File: src/rtl/flappy_pkg.sv
// -----------------------------------------------------------------------------
// flappy_pkg
//   Definitions shared by controller, view and score_keeper.
//   - scene encoding driven by controller
//   - bird column and number of pipe records on the pipes bus
//   - bit positions of the fields inside one 24-bit pipe record
//   - packed-BCD limit of the 3-digit score
// -----------------------------------------------------------------------------
package flappy_pkg;

   // Scene code 3 is reserved; consumers treat it as GAMEOVER.
   typedef enum logic [1:0] {
      SCENE_SPLASH   = 2'd0,
      SCENE_PLAYING  = 2'd1,
      SCENE_GAMEOVER = 2'd2
   } scene_e;

   localparam int unsigned BIRD_COL = 10;
   localparam int unsigned N_PIPE   = 3;
   localparam int unsigned PIPE_W   = 24;

   // One pipe record is {pos[7:0], max[7:0], min[7:0]}; record 0 is the leading pipe.
   localparam int unsigned POS_MSB = 23;
   localparam int unsigned POS_LSB = 16;
   localparam int unsigned MAX_MSB = 15;
   localparam int unsigned MAX_LSB = 8;
   localparam int unsigned MIN_MSB = 7;
   localparam int unsigned MIN_LSB = 0;

   localparam logic [11:0] BCD_MAX = 12'h999;

endpackage : flappy_pkg

File: src/rtl/bcd_inc3.sv
// -----------------------------------------------------------------------------
// bcd_inc3
//   Combinational 3-digit packed-BCD incrementer.
//   Ports:
//     d   [11:0] in  : value {hundreds, tens, ones}, every nibble 0..9
//     q   [11:0] out : d + 1 in BCD; equals d when d is already 999
//     sat        out : d is at the 3-digit maximum (999)
// -----------------------------------------------------------------------------
module bcd_inc3
   import flappy_pkg::*;
(
   input  logic [11:0] d,
   output logic [11:0] q,
   output logic        sat
);

   always_comb begin
      // NOTE: every output gets a value before any branch, so no path can leave it unassigned and infer a latch.
      sat = (d == BCD_MAX);
      q   = d;
      if (!sat) begin
         if (d[3:0] != 4'd9) begin
            q[3:0] = d[3:0] + 4'd1;
         end else begin
            q[3:0] = 4'd0;
            if (d[7:4] != 4'd9) begin
               q[7:4] = d[7:4] + 4'd1;
            end else begin
               // Not saturated, so hundreds is below 9 and cannot overflow here.
               q[7:4]  = 4'd0;
               q[11:8] = d[11:8] + 4'd1;
            end
         end
      end
   end

endmodule : bcd_inc3

File: src/rtl/score_keeper.sv
// -----------------------------------------------------------------------------
// score_keeper
//   Counts pipes cleared by the bird during play and keeps the best score of
//   the session, both as 3-digit packed BCD. Observes controller outputs only.
//   Ports:
//     clk                 in  : system clock (shared with controller/view)
//     rst                 in  : asynchronous active-high reset
//     scene      [1:0]    in  : SPLASH/PLAYING/GAMEOVER (3 behaves as GAMEOVER)
//     pipes      [24*N-1:0] in: pipe records, record 0 at [23:0] is the leader
//     score_bcd  [11:0]   out : current score, packed BCD
//     best_bcd   [11:0]   out : best score since reset, packed BCD
//     score_tick          out : one-cycle pulse with each score increment
//     new_best            out : current/finished game beats the prior best
// -----------------------------------------------------------------------------
module score_keeper
   import flappy_pkg::*;
#(
   parameter int unsigned N_PIPE    = flappy_pkg::N_PIPE,
   parameter logic [7:0]  PASS_COL  = 8'(flappy_pkg::BIRD_COL - 7),
   parameter logic [11:0] SCORE_MAX = 12'h999
) (
   input  logic                  clk,
   input  logic                  rst,
   input  logic [1:0]            scene,
   input  logic [24*N_PIPE-1:0]  pipes,
   output logic [11:0]           score_bcd,
   output logic [11:0]           best_bcd,
   output logic                  score_tick,
   output logic                  new_best
);

   logic [1:0]  prev_scene_q,    prev_scene_d;
   logic [7:0]  prev_pos_q,      prev_pos_d;
   logic [11:0] score_q,         score_d;
   logic [11:0] best_q,          best_d;
   logic [11:0] best_at_start_q, best_at_start_d;
   logic        score_tick_q,    score_tick_d;
   logic        new_best_q,      new_best_d;
   // prev_valid: prev_scene holds a sampled scene, not just its reset value.
   // armed: a real SPLASH->PLAYING start has been seen since reset.
   // Together they stop a reset in the middle of PLAYING from looking like a
   // start edge, so scoring resumes only after a genuine new game begins.
   logic        prev_valid_q,    prev_valid_d;
   logic        armed_q,         armed_d;

   logic [7:0]  lead_pos;
   logic [11:0] score_inc;
   logic        inc_sat;
   logic        at_max;
   logic        start_edge;
   logic        pass_event;
   logic        end_edge;

   // Only the leading pipe position matters; the remaining record fields are
   // the renderer's business.
   logic        unused_pipe_bits;
   assign unused_pipe_bits = ^pipes;

   bcd_inc3 u_inc (
      .d   (score_q),
      .q   (score_inc),
      .sat (inc_sat)
   );

   always_comb begin
      lead_pos   = pipes[POS_MSB:POS_LSB];
      at_max     = inc_sat || (score_q == SCORE_MAX);
      start_edge = prev_valid_q && (prev_scene_q == SCENE_SPLASH) && (scene == SCENE_PLAYING);
      // The leader sits on each column for several cycles; only the first
      // cycle at PASS_COL counts. A wrap to a far position never hits it.
      pass_event = armed_q && (scene == SCENE_PLAYING) && (prev_scene_q == SCENE_PLAYING) &&
                   (lead_pos == PASS_COL) && (prev_pos_q != PASS_COL);
      end_edge   = (prev_scene_q == SCENE_PLAYING) && (scene != SCENE_PLAYING);

      prev_scene_d    = scene;
      prev_pos_d      = lead_pos;
      prev_valid_d    = 1'b1;
      armed_d         = armed_q;
      score_d         = score_q;
      best_d          = best_q;
      best_at_start_d = best_at_start_q;
      score_tick_d    = 1'b0;
      new_best_d      = new_best_q;

      // A start edge outranks a pass in the same cycle.
      if (start_edge) begin
         score_d         = 12'h000;
         best_at_start_d = best_q;
         new_best_d      = 1'b0;
         armed_d         = 1'b1;
      end else if (pass_event && !at_max) begin
         score_d      = score_inc;
         score_tick_d = 1'b1;
         // Packed BCD orders the same way as plain unsigned binary.
         if (score_inc > best_at_start_q) begin
            new_best_d = 1'b1;
         end
      end

      // Score itself is held after the game so view can show it.
      if (end_edge && (score_q > best_q)) begin
         best_d = score_q;
      end
   end

   always_ff @(posedge clk or posedge rst) begin
      if (rst) begin
         prev_scene_q    <= SCENE_SPLASH;
         prev_pos_q      <= 8'hFF;
         prev_valid_q    <= 1'b0;
         armed_q         <= 1'b0;
         score_q         <= 12'h000;
         best_q          <= 12'h000;
         best_at_start_q <= 12'h000;
         score_tick_q    <= 1'b0;
         new_best_q      <= 1'b0;
      end else begin
         // NOTE: non-blocking updates so every flop samples the pre-edge values computed in always_comb.
         prev_scene_q    <= prev_scene_d;
         prev_pos_q      <= prev_pos_d;
         prev_valid_q    <= prev_valid_d;
         armed_q         <= armed_d;
         score_q         <= score_d;
         best_q          <= best_d;
         best_at_start_q <= best_at_start_d;
         score_tick_q    <= score_tick_d;
         new_best_q      <= new_best_d;
      end
   end

   assign score_bcd  = score_q;
   assign best_bcd   = best_q;
   assign score_tick = score_tick_q;
   assign new_best   = new_best_q;

endmodule : score_keeper

File: config.mk
export PLATFORM = sky130hd
export DESIGN_NAME = score_keeper
export DESIGN_NICKNAME = d
export VERILOG_FILES = /design/src/rtl/flappy_pkg.sv /design/src/rtl/bcd_inc3.sv /design/src/rtl/score_keeper.sv
export SDC_FILE = /design/constraint.sdc
export NUM_CORES = 1
export LEC_CHECK = 0
export CORE_ASPECT_RATIO = 0.75
export CORE_MARGIN = 2
export CORE_UTILIZATION = 45
export CTS_CLUSTER_DIAMETER = 150
export CTS_CLUSTER_SIZE = 10
export DETAILED_ROUTE_END_ITERATION = 8
export PLACE_DENSITY = 0.81
export SLEW_MARGIN = 10
export SYNTH_ARGS = -nofsm -noshare
export SYNTH_HDL_FRONTEND = slang
export SYNTH_SLANG_ARGS = --single-unit
File: constraint.sdc
create_clock -name clk -period 3.01 [get_ports clk]
set_input_delay 0.4515 -clock clk [delete_from_list [all_inputs] [get_ports clk]]
set_output_delay 0.4515 -clock clk [all_outputs]
set_load 0.005 [all_outputs]
# After elaboration in Yosys (flattened, before gate mapping)
# Cells that the tools add are included.
# classes
add_sub_neg,3
order_cmp,2
eq_ne,8
n_mux,12
n_reduce_logical,14
# ops
op,count
2-to-1 mux 12 bit,3
> comparator 12 bit,2
adder 4 x 1 -> 4 bit (second input constant),3
equality test 12 bit (second input constant),1
2-to-1 mux 4 bit,3
logical AND 1 bit,9
equality test 8 x 2 -> 1 bit (second input constant),1
2-to-1 mux 8 bit,1
!= test 4 bit (second input constant),2
!= test 8 x 2 -> 1 bit (second input constant),1
2-to-1 mux 1 bit,5
equality test 2 x 1 -> 1 bit (second input constant),2
nonzero test 2 bit,2
zero test 2 bit,1
!= test 2 x 1 -> 1 bit (second input constant),1
AND reduction 2 bit,1
zero test 1 bit,1
# word_totals
register_bits,50
inputBits,76
out_inout_bits,26
elab_cells,48

# Depth between registers and ports, before layout
# logic_depth
word_depth,8
ltp_mapped,13

# By module
# From an unflattened synthesis, not the netlist that was laid out.
# hier_totals
cells_unflattened,279
area_unflattened_um2,2922.8
# modules_own_cells
mod,instances,cells_each,area_each_um2
score_keeper,1,232,2581.2
bcd_inc3,1,47,341.6

# Worst setup path before layout
# Ideal clock, no wire load.
# synth_timing
path_type,register to register
from,"register score_q[1], in the netlist score_bcd[1]"
to,"register new_best_q, in the netlist new_best"
arrival_time_ps,2448
required_time_ps,2888
path_slack_ps,441
stages_incl_launch_ff,13
path_buffers,0
cell_sequence,dfrtp_1 -> inv_1 -> ha_1 -> nand3b_4 -> nor3_1 -> nor2_1 -> a21oi_1 -> ha_1 -> a21o_1 -> a21o_1 -> a21oi_1 -> o211ai_1 -> a32o_1
# synth_via
elab_chain_cells,6
word_cells_on_any_way,12
cone_classes,1 x add/sub; 1 x order compare; 2 x eq/ne; 3 x mux; 5 x reduce/logical
# synth_rtl
item,line,source
from (decl),score_keeper.sv:34,"logic [11:0] score_q, score_d;"
from (signal assigned),score_keeper.sv:123,score_q <= score_d;
adder 4 x 1 -> 4 bit or != test 4 bit (tied branches),"bcd_inc3.sv:23, bcd_inc3.sv:22",
2-to-1 mux 4 bit or 2-to-1 mux 8 bit (tied branches),bcd_inc3.sv:22,if (d[3:0] != 4'd9) begin
2-to-1 mux 12 bit,bcd_inc3.sv:21,if (!sat) begin
> comparator 12 bit,score_keeper.sv:95,if (score_inc > best_at_start_q) begin
nonzero test 2 bit (no source line),n/a,
AND reduction 2 bit (no source line) (*),n/a,
to (signal assigned),score_keeper.sv:127,new_best_q <= new_best_d;
to (decl),score_keeper.sv:38,"logic new_best_q, new_best_d;"
# Mark *: on every way between the ends. The rest lies on a longest branch, timed or not.
# A chain may end at the register's enable or synchronous reset.

# Final worst setup path
# layout_timing
from,"register score_q[5], in the netlist score_bcd[5]"
to,"register new_best_q, in the netlist new_best"
# layout_via
elab_chain_cells,7
word_cells_on_any_way,13
cone_classes,1 x add/sub; 1 x order compare; 2 x eq/ne; 4 x mux; 5 x reduce/logical
# layout_rtl
item,line,source
adder 4 x 1 -> 4 bit or != test 4 bit (tied branches),"bcd_inc3.sv:27, bcd_inc3.sv:26",
2-to-1 mux 4 bit,bcd_inc3.sv:26,if (d[7:4] != 4'd9) begin
2-to-1 mux 8 bit,bcd_inc3.sv:22,
2-to-1 mux 12 bit,bcd_inc3.sv:21,
> comparator 12 bit,score_keeper.sv:95,
nonzero test 2 bit (no source line),n/a,
AND reduction 2 bit (no source line) (*),n/a,
# Marked as above.

==> flow_summary.toml <==
[final_layout]
layout.core_utilization = 0.588
flow.area_growth_from_synthesis_pct = 24.3
drive_above_1_share = 0.155
final_layout_net_count = 434
n_antenna_cell = 0

[sta]
setup_total_negative_slack_ns = 0
worst_pin_slew_ns = 0.556
relSlewSlack = 0.629
setup_viol_count_final = 0
layout_min_cycle_time_ns = 2.73
max_freq_mhz = 366
rsz_0062_raised_after_global_routing = "no"
hold_viol = 0
setup_slack_ns = 0.276
finalMaxSlewViolations = 0
min_period_over_period = 0.908
final.setup_skew_ns = 0.0114
final_worst_hold_slack_ns = 0.474

[logic_synthesis]
yosys_warnings = 0
yosys-mux-area-fraction = 0.0589
synth_ff_type = "sky130_fd_sc_hd__dfrtp_1"
post-synth-top-area-fraction = 0.378
synth_cells = 273
mappedNetlistNets = 379
synth_enable_flop_cells = 0
postSynthRegisterBits = 50
yosys_top_cell_by_area = "sky130_fd_sc_hd__dfrtp_1"
post_synth_and_or_nand_nor_area_fraction = 0.176
synthesis.area_per_instance_um2 = 10.2
ys_top_cells_by_area = "sky130_fd_sc_hd__dfrtp_1 38%, sky130_fd_sc_hd__ha_1 13%, sky130_fd_sc_hd__dfstp_2 7.6%"
number_of_different_library_cells_in_the_post_synthesis_netlist = 45
yosysSeqAreaShare = 0.453
combinational_family_with_the_most_area_after_synthesis = "simple AND/OR/NAND/NOR gates"
post_synthesis_async_set_or_reset_flop_share = 1.00
post_synth_fa_ha_maj_area_fraction = 0.135
synthesis.area_um2 = 2780
synth_compound_area_frac = 0.113
post_synth_xor_xnor_area = 0.00629

[die]
initial_core_utilization = 0.473
die_width_um = 94.8
number_of_top_level_pins = 102
fp.dieArea_um2 = 6840
core_area_um2 = 5890
floorplan.rows = 24
die_height_um = 72.1

[detailed_routing]
number_of_drc_markers_in_iteration_0 = 108
route.vias.total = 2212
finalWirelength_um = 6330
post_drt_via_cell_ratio = 5.43
remaining_drc_errors = 0
detail-route-antenna-nets = 0
detail_route.first_pass.iterations = 4
wire_length_per_cell_after_detailed_routing_um = 15.5

[worst_hold_path]
hold-path-cell-count = 1
timing.hold.worst.class = "register to register"

[cts]
htree_levels = 2
clock_latency_ns = 0.32
holdBufCountCts = 0
worst_setup_hold_path_clk_slew_ns = 0.10
clock_path_buffers = 2
tritoncts = "yes"
clock-sinks = 50
cts_post_setup_buffers_inserted = 0
ctsRootBufferMaster = "sky130_fd_sc_hd__clkbuf_8"
ctsResizeCount = 0
cts_inserted_buffers = 5

[setup_path]
required_ns = 3.26
r2r_worst_path_depth = 13
cells_traversed_along_the_worst_timing_path = "inv_1 > ha_1 > nand3b_1 > buf_4 > nor2_1 > nand2_1 > mux2_2 > ha_1 > nand4_1 > nor3_1 > o21ai_0 > o211ai_1 > a32o_1"
setup.worst_path.start = "score_bcd[5]$_DFFE_PP0P_"
worst_r2r_endpoint = "new_best$_DFFE_PP0P_"
max_stage_delay_ns = 0.39
worst_path_max_delay_cell = "sky130_fd_sc_hd__dfrtp_1"
critPathMostFrequentCell = "sky130_fd_sc_hd__ha_1"
critical_path_arrival_ns = 2.98
criticalPathCategory = "register to register"
r2r_start = "score_bcd[5]$_DFFE_PP0P_"
regToRegSetupSlack_ns = 0.28
critPathCapture = "new_best$_DFFE_PP0P_"
type_of_destination_of_the_critical_path = "register"
worst_setup_path_start_kind = "register"
biggest_fanout_along_the_worst_timing_path = 5

[pwr]
clockPowerShare = 0.378
share_comb_of_total_power = 0.092
p_seq_frac = 0.530
netSwitchingPower_mw = 0.328
p_int_mw = 1.01
power_per_cell_area_nw_per_um2 = 386
p_leak_nw = 1.72
netSwitchingFraction = 0.246
vdd_ir_drop_max_mv = 0.177

[placement]
place.port_buffers = 37
hpwlAfterDp_um = 4680
dp_slack_ns = 0.324
replace_congestion = 0.851

[global_route]
grt_pass1_vias = 2212
overflow_left_after_global_routing = 0
grt_start_max_net_pins = 37
combined_global_route_utilization_of_all_metal_layers = 0.200
grt_first_pass_wirelength_um = 10400
grt_antenna_before_repair = 0

[run_status]
outcome = "completed"

[flow_run]
max_cap_viol_count = 0
-- synth_stat cells, types with 4 or more instances --
cell                       number
sky130_fd_sc_hd__a21o_1         8
sky130_fd_sc_hd__nand2_1       29
sky130_fd_sc_hd__nand3_1       11
sky130_fd_sc_hd__mux2_2         9
sky130_fd_sc_hd__and3_1         7
sky130_fd_sc_hd__ha_1          30
sky130_fd_sc_hd__o21ai_0       22
sky130_fd_sc_hd__nand4_1        5
sky130_fd_sc_hd__nor2_1         7
sky130_fd_sc_hd__inv_1         29
sky130_fd_sc_hd__mux2i_1        4
sky130_fd_sc_hd__a21oi_1       10
sky130_fd_sc_hd__nor3_1         6
sky130_fd_sc_hd__nand3b_1       4
sky130_fd_sc_hd__dfstp_2        8
sky130_fd_sc_hd__dfrtp_1       42
-- how the worst min path moves through the flow --
stage	startpoint	endpoint	slack, ns
floorplan	armed_q$_DFFE_PP0P_	armed_q$_DFFE_PP0P_	0.43
global placement	armed_q$_DFFE_PP0P_	armed_q$_DFFE_PP0P_	0.44
detailed placement	armed_q$_DFFE_PP0P_	armed_q$_DFFE_PP0P_	0.46
CTS	armed_q$_DFFE_PP0P_	armed_q$_DFFE_PP0P_	0.48
global route	best_at_start_q[5]$_DFFE_PP0P_	best_at_start_q[5]$_DFFE_PP0P_	0.51
finish	armed_q$_DFFE_PP0P_	armed_q$_DFFE_PP0P_	0.47
-- placed cells by master (no fill, tap or decap), drive strengths merged, types with 2 or more instances in the layout --
master	count
inv	31
nand2	29
clkdlybuf4s50	37
nand3b	5
a21o	8
o211ai	2
nor2	7
dfstp	8
buf	18
nand2b	3
mux2	11
mux2i	4
nor2b	3
a32o	2
clkbuf	5
o31ai	2
and3b	2
a21oi	10
and3	7
ha	30
dfrtp	42
o21ai	23
nand3	11
nand4	5
nor3	7
-- critical path: cells and delay by family, from the launching register on --
family	cells	cell delay (ns)
muxes	1	0.29
DFF	1	0.39
AOI/OAI and AO/OA	3	0.45
and+or+nand+nor	5	0.83
adders and majority gates	2	0.45
buffers and inverters	2	0.26
-- cell type report --
cell class	instances	area [um^2]
Inverter	30	113
Timing Repair Buffer	55	505
Clock buffer	5	68.8
Fill cell	536	2430
Multi-Input combinational cell	186	1370
Tap cell	78	97.6
Sequential cell	50	1260
Clock inverter	3	48.8
-- routing by layer --
layer	part of all wire	vias to the layer above	global-route usage
met3	0.054	2	0.0312
met2	0.46	64	0.305
met4	0.0054	0	0.0676
met5	0	-	0
li1	-	1059	-
met1	0.48	1087	0.293
-- flip-flops by register name (all words and copies together) (netlist names) --
register	flops
armed_q	1
best_at_start_q	12
score_bcd	12
new_best	1
best_bcd	12
score_tick	1
prev_valid_q	1
prev_pos_q	8
prev_scene_q	2
-- per-stage QoR --
stage	total power [mW]	cell area [um^2]	instances
floorplan	0.790	2780	273
global placement	0.838	3340	399
detailed placement	0.842	3340	399
CTS	1.34	3460	407
global route	1.39	3460	407
finish	1.33	3460	407
-- power by group through the flow --
stage | logic [mW] | registers, mW | clock network (mW)
6_report | 0.122 | 0.707 | 0.504
5_1_grt | 0.139 | 0.710 | 0.536
4_1_cts | 0.123 | 0.708 | 0.514
3_5_place_dp | 0.122 | 0.721 | 0
3_3_place_gp | 0.118 | 0.720 | 0
2_1_floorplan | 0.0704 | 0.720 | 0
-- logic make-up after synthesis --
logic type / count (synthesis)
simple gates: 86
compound gates: 52
flops: 50
buf+inv: 37
fa+ha+maj: 30
mux: 15
xor+xnor: 2
other cells: 1
No activity file was read; power rests on OpenSTA's default activity.
